$ cat src/rtl/timekeeper_bcd_pkg.sv
// rtl/timekeeper_bcd_pkg.sv - shared encodings, widths and 12-hour mapping for the BCD timekeeper
package timekeeper_bcd_pkg;

    localparam int BCD_W            = 4;
    localparam int TICK_DIV_DEFAULT = 100000000;

    typedef enum logic [1:0] {
        ST_RUN     = 2'd0,
        ST_SET_HR  = 2'd1,
        ST_SET_MIN = 2'd2
    } tk_state_e;

    // Returns {pm, H1, H0} for a 12-hour display of the 24-hour BCD hour h1:h0.
    function automatic logic [2*BCD_W:0] hour_to_12h(input logic [BCD_W-1:0] h1,
                                                     input logic [BCD_W-1:0] h0);
        logic [4:0] hb;
        logic [4:0] h12;
        logic       is_pm;
        hb    = 5'(h1) * 5'd10 + 5'(h0);
        is_pm = (hb >= 5'd12);
        if (hb == 5'd0) begin
            h12 = 5'd12;
        end else if (hb > 5'd12) begin
            h12 = hb - 5'd12;
        end else begin
            h12 = hb;
        end
        if (h12 >= 5'd10) begin
            return {is_pm, 4'd1, 4'(h12 - 5'd10)};
        end
        return {is_pm, 4'd0, 4'(h12)};
    endfunction

endpackage

$ cat src/rtl/timekeeper_bcd_counter.sv
// rtl/timekeeper_bcd_counter.sv - two-digit BCD modulo counter used for hours, minutes and seconds
module bcd_mod_counter
    import timekeeper_bcd_pkg::*;
#(
    parameter int TENS_MAX  = 5,
    parameter int UNITS_MAX = 9
) (
    input  logic             clk,
    input  logic             rst,
    input  logic             inc,
    input  logic             set_en,
    input  logic             clr,
    output logic [BCD_W-1:0] tens,
    output logic [BCD_W-1:0] units,
    output logic             carry_out
);

    localparam logic [BCD_W-1:0] TENS_LIM  = BCD_W'(TENS_MAX);
    localparam logic [BCD_W-1:0] UNITS_LIM = BCD_W'(UNITS_MAX);

    logic [BCD_W-1:0] tens_q, tens_d;
    logic [BCD_W-1:0] units_q, units_d;
    logic             at_max;

    assign at_max = (tens_q == TENS_LIM) && (units_q == UNITS_LIM);
    // set_en steps the field like inc but never carries into the next field
    assign carry_out = inc && at_max;

    always_comb begin
        tens_d  = tens_q;
        units_d = units_q;
        if (clr) begin
            tens_d  = '0;
            units_d = '0;
        end else if (inc || set_en) begin
            if (at_max) begin
                tens_d  = '0;
                units_d = '0;
            end else if (units_q == 4'd9) begin
                tens_d  = tens_q + 4'd1;
                units_d = '0;
            end else begin
                units_d = units_q + 4'd1;
            end
        end
    end

    always_ff @(posedge clk) begin
        if (rst) begin
            tens_q  <= '0;
            units_q <= '0;
        end else begin
            tens_q  <= tens_d;
            units_q <= units_d;
        end
    end

    assign tens  = tens_q;
    assign units = units_q;

endmodule

$ cat src/rtl/timekeeper_bcd.sv
// rtl/timekeeper_bcd.sv - BCD time-of-day keeper with set FSM and 12/24-hour display
module timekeeper_bcd
    import timekeeper_bcd_pkg::*;
#(
    parameter int TICK_DIV       = TICK_DIV_DEFAULT,
    parameter bit MODE12_DEFAULT = 1'b0
) (
    input  logic        clk,
    input  logic        rst,
    input  logic        en,
    input  logic        btn_mode,
    input  logic        btn_inc,
    input  logic        btn_fmt,
    output logic [23:0] time_bcd,
    output logic        pm,
    output logic [1:0]  state,
    output logic        tick,
    output logic        blink
);

    localparam int             PW         = $clog2(TICK_DIV);
    localparam logic [PW-1:0]  PRESC_LAST = PW'(TICK_DIV - 1);
    localparam logic [PW-1:0]  PRESC_HALF = PW'(TICK_DIV / 2);

    tk_state_e        state_q, state_d;
    logic [PW-1:0]    presc_q, presc_d;
    logic             tick_q, tick_d;
    logic             fmt12_q, fmt12_d;

    logic             counting, sec_tick, exit_set, inc_ok;
    logic             sec_carry, min_carry, hr_carry_unused;
    logic [BCD_W-1:0] sec_t, sec_u, min_t, min_u, hr_t, hr_u;
    logic [2*BCD_W:0] hr12;

    always_comb begin
        counting = (state_q == ST_RUN) && en;
        sec_tick = counting && (presc_q == PRESC_LAST);
        exit_set = (state_q == ST_SET_MIN) && btn_mode;
        inc_ok   = btn_inc && !btn_mode;

        state_d = state_q;
        if (btn_mode) begin
            case (state_q)
                ST_RUN:     state_d = ST_SET_HR;
                ST_SET_HR:  state_d = ST_SET_MIN;
                default:    state_d = ST_RUN;
            endcase
        end

        presc_d = presc_q;
        if (exit_set) begin
            presc_d = '0;
        end else if (counting) begin
            presc_d = sec_tick ? '0 : presc_q + 1'b1;
        end

        tick_d  = sec_tick;
        fmt12_d = fmt12_q ^ btn_fmt;
    end

    always_ff @(posedge clk) begin
        if (rst) begin
            state_q <= ST_RUN;
            presc_q <= '0;
            tick_q  <= 1'b0;
            fmt12_q <= MODE12_DEFAULT;
        end else begin
            state_q <= state_d;
            presc_q <= presc_d;
            tick_q  <= tick_d;
            fmt12_q <= fmt12_d;
        end
    end

    bcd_mod_counter #(.TENS_MAX(5), .UNITS_MAX(9)) u_sec (
        .clk       (clk),
        .rst       (rst),
        .inc       (sec_tick),
        .set_en    (1'b0),
        .clr       (exit_set),
        .tens      (sec_t),
        .units     (sec_u),
        .carry_out (sec_carry)
    );

    bcd_mod_counter #(.TENS_MAX(5), .UNITS_MAX(9)) u_min (
        .clk       (clk),
        .rst       (rst),
        .inc       (sec_carry),
        .set_en    ((state_q == ST_SET_MIN) && inc_ok),
        .clr       (1'b0),
        .tens      (min_t),
        .units     (min_u),
        .carry_out (min_carry)
    );

    // Midnight roll-over is handled inside the hour counter; nothing consumes its carry.
    bcd_mod_counter #(.TENS_MAX(2), .UNITS_MAX(3)) u_hr (
        .clk       (clk),
        .rst       (rst),
        .inc       (min_carry),
        .set_en    ((state_q == ST_SET_HR) && inc_ok),
        .clr       (1'b0),
        .tens      (hr_t),
        .units     (hr_u),
        .carry_out (hr_carry_unused)
    );

    always_comb begin
        hr12 = hour_to_12h(hr_t, hr_u);
        if (fmt12_q) begin
            time_bcd = {hr12[2*BCD_W-1:0], min_t, min_u, sec_t, sec_u};
            pm       = hr12[2*BCD_W];
        end else begin
            time_bcd = {hr_t, hr_u, min_t, min_u, sec_t, sec_u};
            pm       = 1'b0;
        end
    end

    assign state = state_q;
    assign tick  = tick_q;
    assign blink = (presc_q >= PRESC_HALF);

endmodule

$ cat config.mk
export PLATFORM = sky130hd
export DESIGN_NAME = timekeeper_bcd
export DESIGN_NICKNAME = d
export VERILOG_FILES = /design/src/rtl/timekeeper_bcd_pkg.sv /design/src/rtl/timekeeper_bcd_counter.sv /design/src/rtl/timekeeper_bcd.sv
export SDC_FILE = /design/constraint.sdc
export NUM_CORES = 1
export LEC_CHECK = 0
export BUFFER_PORTS_ARGS = -buffer_cell sky130_fd_sc_hd__buf_2
export CELL_PAD_IN_SITES_DETAIL_PLACEMENT = 0
export CELL_PAD_IN_SITES_GLOBAL_PLACEMENT = 1
export CORE_MARGIN = 2
export CORE_UTILIZATION = 44
export CTS_CLUSTER_SIZE = 28
export DETAILED_ROUTE_END_ITERATION = 10
export PLACE_DENSITY = 0.8
export SLEW_MARGIN = 15
export SYNTH_ARGS = -nofsm -noshare
export SYNTH_HDL_FRONTEND = slang
export SYNTH_SLANG_ARGS = --single-unit
$ cat constraint.sdc
create_clock -name clk -period 4.5 [get_ports clk]
set_clock_uncertainty 0.2 [all_clocks]
set_input_delay 0.675 -clock clk [delete_from_list [all_inputs] [get_ports clk]]
set_output_delay 0.675 -clock clk [all_outputs]
set_load 0.005 [all_outputs]
==> metrics.md <==
| Metric | Value |
|---|---|
| Sw power | 197 µW |
| Final Cell Area | between 3000 and 4000 µm² |
| Area leader, netlist | dfxtp_1 |
| Power Density | roughly 250 nW/µm² |
| Crit path kind | reg2out |
| Sequential share of the synthesized area | 34.7% |
| Status | completed |
| Area growth syn-to-layout | 12.5% |
| Switching share of power | around 22% |
| Slowest stage cell, crit path | fa_1 |
| Initial DRC Count | 68 |
| Ratio of cells with drive above 1 in the final layout | roughly 15% |
| Slew @ Worst Pin | roughly 790 ps |
| Dpl cell area | roughly 3400 µm² |
| Asr flop ratio synth | 0% |
| Synth cell types | between 50 and 60 |
| Startpoint Class | register |
| Final Cycle Share | 94.5% |
| Total track usage | 16.6% |
| Fin worst setup slack | 247 ps |
| Period minus WS final | about 4300 ps |
| Routed len/inst | between 10 and 15 µm |
| Clock sinks | 55 |
| Final Hold Fails | 0 |
| Cell total after placement | slightly below 500 |
| Combinational fraction of design power | under 10% |
| Power after layout | slightly below 900 µW |
| FF+latch count, synth | 55 |
| Final std cells w/o fill | slightly above 500 |
| CP Max Fanout | 8 |
| Final HPWL DP | approximately 4.7 mm |
| Core area | between 6000 and 7000 µm² |
| Vias/cell | between 5 and 6 |
| DR vias | around 2700 |
| Post-synth top area share | 34.7% |
| GP Congestion | approximately 0.84 |
| FP Rows | 30 |
| Most common cell on crit path | ha_1 |
| Port Buffers | 34 |
| # setup viols final | 0 |
| Max-slew violation count | 0 |
| Setup WS pre-CTS | between 200 and 250 ps |
| Worst hold path type | reg2reg |
| Nets | 433 |
| Die height | ~89 µm |
| Critical path, cell by cell | ha_1 -> fa_1 -> xor2_4 -> ha_1 -> nor3b_2 -> nor2_1 -> nor2_1 -> o21ai_0 -> a21boi_2 -> ha_1 -> o21a_1 -> o21ai_0 -> o311ai_1 -> buf_2 |
| Synth area leaders | dfxtp_1, ha_1, nor2_1 |
| Most frequent cells in the layout | nor2_1, dfxtp_1, buf_2 |
| Internal cell power | just under 700 µW |
| CTS tree | yes |
| Cell Area, Synth | ~3200 µm² |
| Worst vdd ir | around 0.00018 V |
| Initial antenna violation count | 0 |
| Largest net degree at the start of global routing | 24 |
| CP delay by family, top | adder cells |
| Remaining antenna violation count | 0 |
| Synth warn | 0 |
| Buf/Inv on CP | 1 |
| I/O pin count | 35 |
| Sequential share of power | a little under three fifths |
| DRC viols | 0 |
| Crit path largest cell delay | approximately 450 ps |
| RSZ-0062 raised after global routing | no |
| Number of synthesized flops with an enable pin | 0 |
| First-pass DRT Iterations | 4 |
| Max Clock Freq | approximately 0.24 GHz |
| Clock Power Share | 38.6% |
| Post-CTS Hold Buffers | 0 |
| Post-synth top flop | dfxtp_1 |
| First-pass GRT wire length | between 10 and 15 mm |
| Reg clk slew, reported paths | around 90 ps |
| Arr. time, crit path | 3380 ps |
| Number of global-route vias before repair | approximately 2400 |
| Syn Area/Cell | 8.44 µm² |
| CTS root buffer | clkbuf_8 |
| Die width | 88.9 µm |
| Insertion delay to the later sink of the worst-skew pair | 310 ps |
| Mapped Cells | about 380 |
| CTS buffer count | 5 |
| DIE AREA | 7910 µm² |
| Relative slew slack | between 40% and 50% |
| Req. time, crit path | 3620 ps |
| Crit. End Element | primary output |
| Initial Util | a little under half |
| P_leak | 0.00146 µW |
| MaxCap Viol Count | 0 |
| Setup TNS | 0 ps |
| Clock Path Buffers | 2 |
| Number of diodes | 0 |
| Overflow after GRT | 0 |
| Routed WL | 6.38 mm |
| Mapped Nets | around 400 |
| Htree depth | 2 |
-- path summary, 6_finish.rpt --
check	start	endpoint	slack, ps	depth (start not counted)
setup reg to reg	presc_q[0]	u_hr.tens[2]	1690	7
setup / recovery	u_hr.tens[0]	time_bcd[18]	250	14
hold reg to reg	u_sec.tens[3]	u_sec.tens[3]	310	2
hold / removal	u_sec.tens[3]	u_sec.tens[3]	310	2
-- metal layers --
metal | share of wire, % | global-route usage, % | vias up
li1 | - | - | 1384
met1 | 51 | 22.8 | 1247
met2 | 45 | 27.5 | 29
met3 | 2.4 | 2.77 | 7
met4 | 0.80 | 3.86 | 0
met5 | 0 | 0 | -
-- worst register-to-register path: stages (launching register included) --
cell	delay [ps]
dfxtp_1	430
ha_1	210
and2_1	240
nand4_4	170
nor4_4	520
a31oi_4	270
or4_1	560
a21oi_1	150
-- cell families (layout without fill, tap and decap cells) --
| group | after synthesis | in the layout | share of synthesized area, % |
|---|---|---|---|
| buffers and inverters | 28 | 60 | 3.63 |
| DFF | 55 | 55 | 34.7 |
| and+or+nand+nor | 173 | 173 | 30.6 |
| muxes | 3 | 3 | 0.946 |
| AOI/OAI and AO/OA | 66 | 66 | 13.1 |
| xor gates and xnor gates | 31 | 31 | 8.99 |
| adders and majority gates | 20 | 20 | 8.12 |
-- sequential cells by signal (all words and copies together) (netlist names) --
signal,cells
presc_q,27
u_hr.units,4
u_min.tens,4
u_sec.units,4
tick,1
state,2
u_hr.tens,4
u_min.units,4
fmt12_q,1
u_sec.tens,4
-- per-stage QoR --
| stage | util (%) | hold WS, ps |
|---|---|---|
| after floorplan | - | 254 |
| after global placement | 49.7 | 274 |
| after detailed placement | 49.7 | 290 |
| after CTS | 51.6 | 309 |
| after global routing | 52.0 | 334 |
| final | 52.0 | 307 |
-- cell type report --
class,count,area (µm²)
clock inverters,2,38.8
fillers,684,3300
well taps,96,120
flip-flops and latches,55,1100
inverters,18,67.6
repair buffers,34,170
clock buffers,6,82.6
multi-input cells,293,1990
-- Yosys cell counts (2+ instances only) --
master and instances:
nor4b_1 2, nor2_1 54, xnor2_1 11, or2_2 3
nand4_1 7, nor3_1 4, o21ai_0 16, o2111ai_1 3
or3_1 9, buf_2 2, a21oi_1 30, and3b_1 3
inv_1 18, nand3_1 15, nand3b_1 2, nand2_1 26
a21o_1 2, or4_1 7, dfxtp_1 55, and4_1 3
clkbuf_1 7, nor2b_1 5, xor2_1 19, and2_1 6
mux2i_1 3, or2b_1 4, ha_1 19, nor4_1 4
o32a_1 2, nor3b_1 4, or3b_2 2, and3_1 4
-- power groups by stage --
stage          combinational (µW)  sequential (µW)  clock, µW
2_1_floorplan                34.6              507          0
3_3_place_gp                 45.2              511          0
3_5_place_dp                 46.2              511          0
4_1_cts                      46.2              500        361
5_1_grt                      52.5              502        378
6_report                     46.1              500        343
-- what timing repair did --
action,4_1_cts,5_1_grt
resized for setup,1,6
buffers inserted,0,0
endpoints found under the setup margin,3,4
No activity file was read; power rests on OpenSTA's default activity.
